$ cat config.mk
export PLATFORM = sky130hd
export DESIGN_NAME = bin_to_bcd_seq_flat
export DESIGN_NICKNAME = d
export VERILOG_FILES = /design/src/rtl/bin_to_bcd_seq_pkg.sv /design/src/rtl/bin_to_bcd_seq_if.sv /design/src/rtl/bin_to_bcd_seq_digit_adj.sv /design/src/rtl/bin_to_bcd_seq.sv /design/src/flat_wrapper.sv
export SDC_FILE = /design/constraint.sdc
export NUM_CORES = 1
export LEC_CHECK = 0
export CAP_MARGIN = 10
export CORE_AREA = 2 2 95 97
export CTS_CLUSTER_SIZE = 30
export DETAILED_ROUTE_END_ITERATION = 10
export DIE_AREA = 0 0 97 99
export PLACE_DENSITY = 0.5
export SYNTH_ARGS = -nofsm -noshare
export SYNTH_HDL_FRONTEND = slang
export SYNTH_SLANG_ARGS = --single-unit
export TNS_END_PERCENT = 50
$ cat constraint.sdc
create_clock -name clk -period 2.7 [get_ports clk]
set_input_delay 0.81 -clock clk [delete_from_list [all_inputs] [get_ports clk]]
set_output_delay 0.81 -clock clk [all_outputs]
set_load 0.005 [all_outputs]
$ cat src/rtl/bin_to_bcd_seq_pkg.sv
// Shared types and helpers for the sequential binary-to-BCD converter.
package bin_to_bcd_seq_pkg;

  localparam int unsigned BCD_W = 4;

  typedef logic [BCD_W-1:0] bcd_digit_t;

  typedef enum logic {
    IDLE  = 1'b0,
    SHIFT = 1'b1
  } b2b_state_t;

  localparam bcd_digit_t BCD_NINE = 4'd9;

  // Shift-and-add-3 correction: a digit of 5..9 would exceed 9 after doubling.
  function automatic bcd_digit_t bcd_add3(input bcd_digit_t d);
    return (d >= 4'd5) ? bcd_digit_t'(d + 4'd3) : d;
  endfunction

endpackage

$ cat src/rtl/bin_to_bcd_seq_if.sv
// Start/done handshake bundle for bin_to_bcd_seq.
// Optional blank_mask signal is present only when BIN2BCD_BLANK_EN is defined.
interface bin_to_bcd_seq_if #(
  parameter int unsigned WIDTH  = 14,
  parameter int unsigned DIGITS = 4
) ();

  logic                  start;
  logic [WIDTH-1:0]      bin_in;
  logic                  busy;
  logic                  done;
  logic [4*DIGITS-1:0]   bcd_out;
  logic                  overflow;
`ifdef BIN2BCD_BLANK_EN
  logic [DIGITS-1:0]     blank_mask;

  modport master (output start, bin_in,
                  input  busy, done, bcd_out, overflow, blank_mask);
  modport slave  (input  start, bin_in,
                  output busy, done, bcd_out, overflow, blank_mask);
`else
  modport master (output start, bin_in,
                  input  busy, done, bcd_out, overflow);
  modport slave  (input  start, bin_in,
                  output busy, done, bcd_out, overflow);
`endif

endinterface

$ cat src/rtl/bin_to_bcd_seq_digit_adj.sv
// Combinational add-3 correction for one BCD scratch digit.
module bin_to_bcd_seq_digit_adj
  import bin_to_bcd_seq_pkg::*;
(
  input  bcd_digit_t i_digit,
  output bcd_digit_t o_digit_c
);

  assign o_digit_c = bcd_add3(i_digit);

endmodule

$ cat src/rtl/bin_to_bcd_seq.sv
// Sequential binary-to-BCD converter, one shift-and-add-3 step per clock.
// Optional leading-zero mask output enabled by BIN2BCD_BLANK_EN.
module bin_to_bcd_seq
  import bin_to_bcd_seq_pkg::*;
#(
  parameter int unsigned WIDTH  = 14,
  parameter int unsigned DIGITS = 4
) (
  input  logic            clk,
  input  logic            reset,
  bin_to_bcd_seq_if.slave bus
);

  localparam int unsigned SD = (WIDTH + 2) / 3;
  localparam int unsigned SW = BCD_W * SD;
  localparam int unsigned OW = BCD_W * DIGITS;
  localparam int unsigned CW = $clog2(WIDTH + 1);

  b2b_state_t       r_state;
  logic [WIDTH-1:0] r_shreg;
  logic [SW-1:0]    r_scratch;
  logic [CW-1:0]    r_cnt;
  logic             r_busy;
  logic             r_done;
  logic [OW-1:0]    r_bcd;
  logic             r_ovf;

  logic [SW-1:0]    w_adj;
  logic [SW-1:0]    w_scratch_nxt;
  logic [WIDTH-1:0] w_shreg_nxt;
  logic [OW-1:0]    w_low;
  logic             w_ovf;
  logic [OW-1:0]    w_bcd_sat;

  // Per-digit add-3 correction on the current scratch value
  for (genvar g = 0; g < SD; g++) begin : g_adj
    bin_to_bcd_seq_digit_adj u_adj (
      .i_digit   (r_scratch[BCD_W*g +: BCD_W]),
      .o_digit_c (w_adj[BCD_W*g +: BCD_W])
    );
  end

  // Corrected scratch and shift register shifted left by one as a single chain
  assign w_scratch_nxt = {w_adj[SW-2:0], r_shreg[WIDTH-1]};
  assign w_shreg_nxt   = {r_shreg[WIDTH-2:0], 1'b0};

  // Split the scratch result into displayed digits and overflow digits
  if (SD > DIGITS) begin : g_ovf
    assign w_low = w_scratch_nxt[OW-1:0];
    assign w_ovf = |w_scratch_nxt[SW-1:OW];
  end else begin : g_no_ovf
    assign w_low = OW'(w_scratch_nxt);
    assign w_ovf = 1'b0;
  end

  assign w_bcd_sat = w_ovf ? {DIGITS{BCD_NINE}} : w_low;

`ifdef BIN2BCD_BLANK_EN
  logic [DIGITS-1:0] r_blank;
  logic [DIGITS-1:0] w_blank;

  // Digit i is significant when it or any higher digit is nonzero
  always_comb begin
    logic acc;
    acc     = 1'b0;
    w_blank = '0;
    for (int i = int'(DIGITS) - 1; i >= 0; i--) begin
      acc        = acc | (w_low[BCD_W*i +: BCD_W] != 4'd0);
      w_blank[i] = acc;
    end
    w_blank[0] = 1'b1;
    if (w_ovf) begin
      w_blank = '1;
    end
  end

  assign bus.blank_mask = r_blank;
`endif

  // Control FSM, datapath registers and registered outputs
  always_ff @(posedge clk) begin
    if (reset) begin
      r_state   <= IDLE;
      r_shreg   <= '0;
      r_scratch <= '0;
      r_cnt     <= '0;
      r_busy    <= 1'b0;
      r_done    <= 1'b0;
      r_bcd     <= '0;
      r_ovf     <= 1'b0;
`ifdef BIN2BCD_BLANK_EN
      r_blank   <= DIGITS'(1);
`endif
    end else begin
      r_done <= 1'b0;
      case (r_state)
        IDLE: begin
          if (bus.start) begin
            r_shreg   <= bus.bin_in;
            r_scratch <= '0;
            r_cnt     <= CW'(WIDTH);
            r_busy    <= 1'b1;
            r_state   <= SHIFT;
          end
        end
        SHIFT: begin
          r_shreg   <= w_shreg_nxt;
          r_scratch <= w_scratch_nxt;
          r_cnt     <= r_cnt - CW'(1);
          if (r_cnt == CW'(1)) begin
            r_state <= IDLE;
            r_busy  <= 1'b0;
            r_done  <= 1'b1;
            r_bcd   <= w_bcd_sat;
            r_ovf   <= w_ovf;
`ifdef BIN2BCD_BLANK_EN
            r_blank <= w_blank;
`endif
          end
        end
        default: r_state <= IDLE;
      endcase
    end
  end

  assign bus.busy     = r_busy;
  assign bus.done     = r_done;
  assign bus.bcd_out  = r_bcd;
  assign bus.overflow = r_ovf;

endmodule
$ cat src/flat_wrapper.sv
// flat-port wrapper written by rule: the top's interface ports become plain ports
module bin_to_bcd_seq_flat import bin_to_bcd_seq_pkg::*;
#(
  parameter int unsigned WIDTH  = 14,
  parameter int unsigned DIGITS = 4
)
  (clk, reset, bus_start, bus_bin_in, bus_busy, bus_done, bus_bcd_out, bus_overflow);
  bin_to_bcd_seq_if #(.WIDTH(WIDTH), .DIGITS(DIGITS)) bus_i ();
  input  logic clk;
  input  logic reset;
  input wire logic [$bits(bus_i.start)-1:0] bus_start;
  input wire logic [$bits(bus_i.bin_in)-1:0] bus_bin_in;
  output wire logic [$bits(bus_i.busy)-1:0] bus_busy;
  output wire logic [$bits(bus_i.done)-1:0] bus_done;
  output wire logic [$bits(bus_i.bcd_out)-1:0] bus_bcd_out;
  output wire logic [$bits(bus_i.overflow)-1:0] bus_overflow;
  assign bus_i.start = bus_start;
  assign bus_i.bin_in = bus_bin_in;
  assign bus_busy = bus_i.busy;
  assign bus_done = bus_i.done;
  assign bus_bcd_out = bus_i.bcd_out;
  assign bus_overflow = bus_i.overflow;
  bin_to_bcd_seq #(.WIDTH(WIDTH), .DIGITS(DIGITS)) u_core (.clk(clk), .reset(reset), .bus(bus_i));
endmodule
**Word-level counts from Yosys, hierarchy flattened**

Cells that the tools add are included.
W data, S select, Z words.

- Register bits after elaboration: 58
- Bits in latches: 0
- Memory bits (writable): 0
- ROM bits: 0
- Word-level logic and storage cells: 46
- Memories: 0

- Add/sub/neg operators: 6
- Multiply operators: 0
- Divide/modulo/power cells: 0
- Magnitude comparators: 5
- Equal/unequal tests: 3
- Shift operators: 0
- Multiplexer cells: 19
- Bitwise logic cells: 1
- Reductions and logical operators: 4

Operators with widths:

| cell | number |
|---|---|
| $pmux W20 S2 | 1 |
| $pmux W14 S2 | 1 |
| $ge A4 B3 Y1 const B | 5 |
| $mux W20 | 1 |
| $mux W4 | 5 |
| $add A4 B2 Y4 const B | 4 |
| $mux W16 | 1 |
| $mux W14 | 1 |
| $pmux W4 S2 | 1 |
| $mux W1 | 5 |
| $eq A4 B1 Y1 const B | 1 |
| $ne A2 B2 Y1 const B | 2 |
| $pmux W1 S2 | 2 |
| $reduce_and A2 Y1 | 2 |
| $reduce_or A4 Y1 | 1 |
| $sub A4 B1 Y4 const B | 1 |
| $add A3 B2 Y3 const B | 1 |
| $mux W3 | 1 |
| $reduce_or A2 Y1 | 1 |
| $not A1 Y1 | 1 |

**Logic depth before layout (Yosys ltp)**

Gate-level depths: netlist of run 1.

- Depth in word-level cells: 4
- Depth in mapped cells: 8
- Gate-level depth less buffers: 7

**Cells and area by module**

A second synthesis of run 1 with hierarchy kept.

- Cells, all modules: 351
- Area, all modules: 2884.0 µm²

By module, submodules not included:

| module | instances | cells an instance | area each (µm²) | seq. area each (µm²) |
|---|---|---|---|---|
| bin_to_bcd_seq | 1 | 271 | 2377.3 | 1161.1 |
| bin_to_bcd_seq_digit_adj | 5 | 16 | 101.3 | 0.0 |

**Least setup slack after synthesis of run 1**

OpenSTA, ideal clock, no wires.

- Path kind: register -> register
- From: reg u_core.r_scratch[16]
- To: reg u_core.r_bcd[1], in the netlist u_core.bus.bcd_out[1]
- Data arrival time: 1.973 ns
- Slack: 0.660 ns
- Cell stages (with the launch flop): 9
- Clock period less this slack: 2.040 ns
- Cell sequence: dfxtp_1 > inv_1 > ha_1 > or2b_1 > a22oi_1 > o21ai_1 > or4_1 > buf_6 > o21ai_2

- Word-level cells in the longest chain between the ends: 4

Ends and longest elaborated chain:

| item | RTL line | source |
|---|---|---|
| start, declared | bin_to_bcd_seq.sv:21 | `logic [SW-1:0] r_scratch;` |
| start signal, assigned | bin_to_bcd_seq.sv:108 | `r_scratch <= w_scratch_nxt;` |
| $ge A4 B3 Y1 / $add A3 B2 Y3 (equally long branches) | bin_to_bcd_seq_pkg.sv:17 | `return (d >= 4'd5) ? bcd_digit_t'(d + 4'd3) : d;` |
| $mux W3 * | bin_to_bcd_seq_pkg.sv:17 |  |
| $reduce_or A4 Y1 * | bin_to_bcd_seq.sv:50 | `assign w_ovf = \|w_scratch_nxt[SW-1:OW];` |
| $mux W16 * | bin_to_bcd_seq.sv:56 | `assign w_bcd_sat = w_ovf ? {DIGITS{BCD_NINE}} : w_low;` |
| end signal, assigned | bin_to_bcd_seq.sv:114 | `r_bcd <= w_bcd_sat;` |
| end, declared | bin_to_bcd_seq.sv:25 | `logic [OW-1:0] r_bcd;` |

Mark *: on every way between the ends. The rest lies on a longest branch, timed or not.
A chain may end at the register's enable or synchronous reset.

**Worst setup path after layout of run 1**

- From: reg u_core.r_scratch[16]
- To: reg u_core.r_bcd[6], in the netlist u_core.bus.bcd_out[6]

The elaborated chain is that of the path after synthesis.

==> results of run 1 <==
-- critical path: cells and delay by family, from the launching register on --
family,cells,cell delay (ns)
adder cells (fa/ha/maj),1,0.31
buffers and inverters,1,0.07
AND/OR/NAND/NOR,2,0.95
AO/OA/AOI/OAI,3,0.57
flip-flops,1,0.37
-- worst min-delay path by stage --
stage          slack (ns)                                   to  cells past startpoint                                 from
3_5_place_dp         0.44  u_core.bus.bcd_out[10]$_SDFFE_PP0P_                      2  u_core.bus.bcd_out[10]$_SDFFE_PP0P_
3_3_place_gp         0.43  u_core.bus.bcd_out[12]$_SDFFE_PP0P_                      2  u_core.bus.bcd_out[12]$_SDFFE_PP0P_
5_1_grt              0.48  u_core.bus.bcd_out[14]$_SDFFE_PP0P_                      2  u_core.bus.bcd_out[14]$_SDFFE_PP0P_
2_1_floorplan        0.43  u_core.bus.bcd_out[12]$_SDFFE_PP0P_                      2  u_core.bus.bcd_out[12]$_SDFFE_PP0P_
4_1_cts              0.46  u_core.bus.bcd_out[10]$_SDFFE_PP0P_                      2  u_core.bus.bcd_out[10]$_SDFFE_PP0P_
6_report             0.45  u_core.bus.bcd_out[12]$_SDFFE_PP0P_                      2  u_core.bus.bcd_out[12]$_SDFFE_PP0P_
-- per-layer routing --
layer	wire length (µm)	share of wire [%]	up-vias
met4	77	1.3	0
met5	0	0	-
met2	2590	44	38
li1	-	-	1207
met1	3040	51	1053
met3	197	3.3	7
-- layout by cell type (no fill, tap or decap), drive strengths merged, types with 10 or more instances in the layout --
cell type	count
clkdlybuf4s50	35
nand2	23
a21oi	35
clkbuf	14
mux2i	16
nor3	17
inv	14
ha	12
o21ai	17
nor2	59
nand2b	10
dfxtp	58
-- flip-flops by register name (all words and copies together) (netlist names) --
name,cells
u_core.bus.done,1
u_core.r_cnt,4
u_core.r_scratch,20
u_core.r_state,1
u_core.bus.bcd_out,16
u_core.r_shreg,14
u_core.bus.busy,1
u_core.bus.overflow,1
-- power groups by stage --
stage / logic (µW) / clock network (µW) / registers, µW
6_report: 152 / 731 / 902
5_1_grt: 173 / 812 / 905
4_1_cts: 155 / 768 / 902
3_5_place_dp: 155 / 0 / 921
3_3_place_gp: 154 / 0 / 921
2_1_floorplan: 105 / 0 / 911
-- logic make-up after synthesis --
group | share of synthesized area, %
compound gates | 17.5
flops | 42.0
fa+ha+maj | 5.43
xor+xnor | 1.27
buf+inv | 4.93
mux | 7.42
simple gates | 21.4
-- synthesized netlist by cell type, types with 7 or more instances --
cell and instances:
nor3_1 17, a211oi_1 7, nand2_1 23, o21ai_0 8, mux2i_1 16, inv_1 14
clkbuf_1 13, ha_1 12, nor2_1 59, nand2b_1 10, dfxtp_1 58, a21oi_1 35
o21ai_2 8, nor3b_1 8
-- per-stage QoR --
step	std cells	utilization (%)	instance area [µm²]	hold slack, ns
after global placement	462	37.7	3220	0.428
after floorplan	332	-	2770	0.435
after detailed placement	462	37.7	3220	0.442
final	478	39.8	3400	0.447
after global routing	478	39.8	3400	0.480
after CTS	478	39.8	3400	0.456
-- area by class of cell --
class | instances | area [µm²] | area share, %
clock buffers | 14 | 173 | 5.08
clock inverters | 2 | 10.0 | 0.294
inverters | 14 | 52.6 | 1.54
multi-input cells | 240 | 1470 | 43.1
flip-flops and latches | 58 | 1160 | 34.1
well taps | 108 | 135 | 3.97
repair buffers | 42 | 403 | 11.8
==> impl_metrics.yaml, run 1 <==
placed_design:
  gp_congestion: 0.737
  dpl_worst_slack_ns: 0.361
  dp_hpwl_um: 4080
  portBuffers: 35
floorplan:
  die_y_um: 99
  dieArea_mm2: 0.00960
  row_count: 34
  ioPinCount: 36
  die_w_um: 97
  start_util_pct: 32.3
  core_area_mm2: 0.00855
power_and_ir_drop:
  seqPwrFrac_pct: 50.5
  netSwitchingPower_uw: 427
  irDropWorstVdd_mv: 0.237
  clock_power_share_pct: 41.0
  combPwrFrac_pct: 8.5
  p_leak_uw: 0.00126
  internal-power_uw: 1360
  p_sw_share_pct: 23.9
  report.power.total_uw: 1780
  power.density_mw_per_mm2: 525
final_layout:
  area_growth_pct: 23.0
  fill_cells: 927
  n_antenna_cell: 0
  nNetsFinal: 394
  drive_gt1_share_pct: 10.0
clock_network:
  post_cts_buffers: 0
  post_cts_resized: 0
  cts_root_buffer: "clkbuf_8"
  clock_latency_ns: 0.33
  htree_num_levels: 3
  clk_pin_slew_ns: 0.06
  numCtsBuffers: 9
  cts_tree: "built"
  clockBufferDepth: 2
  cts.sinks: 58
  cts-hold-fix-buffers: 0
sta:
  finalHoldViolations: 0
  worst_slack_ns: 0.356
  slew_viol_final: 0
  fmax_ghz: 0.427
  worstMarginPinSlew_ns: 0.732
  min_period_ns: 2.34
  setup_tns_ns: 0
  rsz0062_at_grt: "no"
  slew_headroom_pct: 51.2
  clock_skew_ns: 0.00612
  setup_viol: 0
  fin_crit_sh_pct: 86.8
synth:
  synth_top_cell_area_share_pct: 42.0
  yosys-top-cells-area: "dfxtp_1 (42%), nor2_1 (8.0%), a21oi_1 (6.3%), mux2i_1 (5.8%), ha_1 (5.4%)"
  ys_types: 34
  ys_async_sr_fraction_pct: 0
  synth_seq_cells: 58
  synth-main-ff-cell: "dfxtp_1"
  avgSynthCellArea_um2: 8.33
  synth_nets: 361
  synth_edf_count: 0
  ys.warnings.count: 0
  netlist_instances: 332
  synth_largest_area_cell: "dfxtp_1"
  yosysSeqAreaShare_pct: 42.0
  syn-cell-area_mm2: 0.00277
global_route:
  grt_overflow: 0
  grt_pass1_wl_um: 10000
  grt_pass1_vias: 2123
  met2_usage_pct: 19.7
  top_usage_layer: "met2"
  gr-usage-all-layers_pct: 13.0
  antenna_found_initial: 0
  grt_max_degree: 50
  use_met3_pct: 2.77
  grtUsageMet1_pct: 17.4
routing:
  vias: 2305
  via_per_inst: 4.82
  drt-total-wl_um: 5910
  drt_iter0_markers: 81
  drt_drc_violations_left: 0
  ant_nets: 0
  wire_per_inst_um: 12.4
  detail_route.first_pass.iterations: 4
setup_path:
  r2r-end: "u_core.bus.bcd_out[6]$_SDFFE_PP0P_"
  crit_required_ns: 2.96
  ff2ff_path_depth: 7
  worst_setup_path_start_kind: "flip-flop"
  rrSetupSlack_ns: 0.36
  rr_startpoint: "u_core.r_scratch[16]$_SDFFE_PP0P_"
  path_cells: "inv_1 > ha_1 > or2b_1 > a22oi_1 > o21ai_1 > or4_1 > o21ai_2"
  worst_ep_arrival_time_ns: 2.61
  crit_fanout: 8
  cp_slowest_stage_delay_ns: 0.72
  crit_path_end_kind: "flip-flop"
  critical_path_class: "flip-flop to flip-flop"
  cpMaxStageDelayCell: "or4_1"
  worst_setup_path_endpoint: "u_core.bus.bcd_out[6]$_SDFFE_PP0P_"
  crit_start: "u_core.r_scratch[16]$_SDFFE_PP0P_"
flow_run:
  maxCapViolations: 0
run_status:
  status: "finished clean"
worst_hold_path:
  hold_path_class: "flip-flop to flip-flop"
Note: power is estimated with default switching activity, not from simulation.
==> run 2: changes to the inputs <==
--- a/config.mk
+++ b/config.mk
@@ -5,12 +5,14 @@
 export SDC_FILE = /design/constraint.sdc
 export NUM_CORES = 1
 export LEC_CHECK = 0
-export CAP_MARGIN = 10
+export CAP_MARGIN = 40
+export CELL_PAD_IN_SITES_DETAIL_PLACEMENT = 0
+export CELL_PAD_IN_SITES_GLOBAL_PLACEMENT = 1
 export CORE_AREA = 2 2 95 97
 export CTS_CLUSTER_SIZE = 30
 export DETAILED_ROUTE_END_ITERATION = 10
 export DIE_AREA = 0 0 97 99
-export PLACE_DENSITY = 0.5
+export PLACE_DENSITY = 0.64
 export SYNTH_ARGS = -nofsm -noshare
 export SYNTH_HDL_FRONTEND = slang
 export SYNTH_SLANG_ARGS = --single-unit
==> impl_metrics.yaml, run 2 (synthesis results as in run 1) <==
placed_design:
  gp_congestion: 0.722
  placedCellCount: 463
  dpl_worst_slack_ns: 0.367
  portBuffers: 35
  dp_hpwl_um: 4050
setup_path:
  crit_path_end_kind: "flip-flop"
  worst_setup_path_start_kind: "flip-flop"
  worstSetupPathDepth: 7
  r2r-end: "u_core.bus.bcd_out[13]$_SDFFE_PP0P_"
  crit_fanout: 8
  path_cells: "inv_1 > ha_1 > or2b_1 > a22oi_1 > o21ai_1 > or4_1 > o21ai_2"
  cp_num_buf_inv: 1
  cp_slowest_stage_delay_ns: 0.71
  rr_startpoint: "u_core.r_scratch[16]$_SDFFE_PP0P_"
  worst_ep_arrival_time_ns: 2.58
  ff2ff_path_depth: 7
  cpMaxStageDelayCell: "or4_1"
  critical_path.top_delay_family: "simple AND/OR/NAND/NOR gates"
  critical_path_class: "flip-flop to flip-flop"
  crit_start: "u_core.r_scratch[16]$_SDFFE_PP0P_"
  crit_required_ns: 2.96
  rrSetupSlack_ns: 0.38
  worst_setup_path_endpoint: "u_core.bus.bcd_out[13]$_SDFFE_PP0P_"
worst_hold_path:
  hold_path_class: "flip-flop to flip-flop"
  hp-start: "u_core.bus.bcd_out[12]$_SDFFE_PP0P_"
  whs_path_depth: 2
power_and_ir_drop:
  irDropWorstVdd_mv: 0.171
  power.density_mw_per_mm2: 514
  p_leak_uw: 0.00126
clock_network:
  post_cts_resized: 0
  htree_num_levels: 3
  cts_tree: "built"
  cts.sinks: 58
  clockBufferDepth: 2
  numCtsBuffers: 9
  clk_pin_slew_ns: 0.06
  cts-hold-fix-buffers: 0
  cts_root_buffer: "clkbuf_8"
  post_cts_buffers: 0
  clock_latency_ns: 0.33
routing:
  ant_nets: 0
  drt_iter0_markers: 71
  vias: 2267
  drt_drc_violations_left: 0
  via_per_inst: 4.74
  wire_per_inst_um: 12.4
  drt-total-wl_um: 5930
  detail_route.first_pass.iterations: 4
sta:
  holdWs_ns: 0.442
  setup_viol: 0
  finalHoldViolations: 0
  rsz0062_at_grt: "no"
  worstMarginPinSlew_ns: 0.730
  clock_skew_ns: 0.00767
  fmax_ghz: 0.431
  slew_headroom_pct: 51.3
  min_period_ns: 2.32
  slew_viol_final: 0
  worst_slack_ns: 0.382
  fin_crit_sh_pct: 85.8
  setup_tns_ns: 0
flow_run:
  maxCapViolations: 0
floorplan:
  start_util_pct: 32.3
  ioPinCount: 36
  core_area_mm2: 0.00855
  die_y_um: 99
  row_count: 34
  die_w_um: 97
  dieArea_mm2: 0.00960
final_layout:
  nNetsFinal: 395
  drive_gt1_share_pct: 10.3
  n_antenna_cell: 0
  layout_common_cells: "nor2_1 (59), dfxtp_1 (58), a21oi_1 (35), clkdlybuf4s50_1 (35), nand2_1 (23)"
  largest_reg_flops: 20
  final_common_cell: "nor2_1"
  area_growth_pct: 23.3
  final_core_util_pct: 39.9
  regArea_mm2: 0.00116
  multi_input_area_mm2: 0.00147
  fill_cells: 905
  stdcell_count: 478
  top_register: "u_core.r_scratch"
run_status:
  status: "finished clean"
global_route:
  grt_pass1_wl_um: 9810
  grt_pass1_vias: 2165
  antenna_found_initial: 0
  gr-usage-all-layers_pct: 12.7
  grt_overflow: 0
  grt_max_degree: 54
[run 2: worst min-delay path by stage]
stage               slack [ns]                                   to
floorplan                 0.43  u_core.bus.bcd_out[12]$_SDFFE_PP0P_
global placement          0.43  u_core.bus.bcd_out[12]$_SDFFE_PP0P_
detailed placement        0.44  u_core.bus.bcd_out[12]$_SDFFE_PP0P_
CTS                       0.45  u_core.bus.bcd_out[12]$_SDFFE_PP0P_
global route              0.47   u_core.bus.bcd_out[9]$_SDFFE_PP0P_
finish                    0.44  u_core.bus.bcd_out[12]$_SDFFE_PP0P_
[run 2: per-layer routing]
metal  track usage (%)  vias up  share of wire, %
li1                  -     1202                 -
met5                 0        -                 0
met2              20.8       38                44
met4              5.53        0               1.8
met1              15.5     1017                50
met3              3.97       10               4.0
[run 2: tightest hold or removal path, delay by kind of cell (launching register included)]
kind / cells / cell delay [ns]
flip-flops: 1 / 0.30
AND/OR/NAND/NOR: 2 / 0.09
[run 2: per-stage QoR]
step / power (µW) / area [µm²]
after floorplan: 1020 / 2770
after global placement: 1080 / 3240
after detailed placement: 1080 / 3240
after CTS: 1790 / 3410
after global routing: 1840 / 3410
final: 1750 / 3410
[run 2: where the power goes]
group	total (µW)	switching, µW	internal (µW)
clock	696	323	373
combinational	160	87.9	72.5
sequential	896	15.6	881
[run 2: cell type report]
| type | count | share of cell area [%] |
|---|---|---|
| multi-input cells | 240 | 43.0 |
| flip-flops and latches | 58 | 34.1 |
| repair buffers | 43 | 12.4 |
| clock buffers | 12 | 4.55 |
| well taps | 108 | 3.96 |
| inverters | 14 | 1.54 |
| clock inverters | 3 | 0.440 |
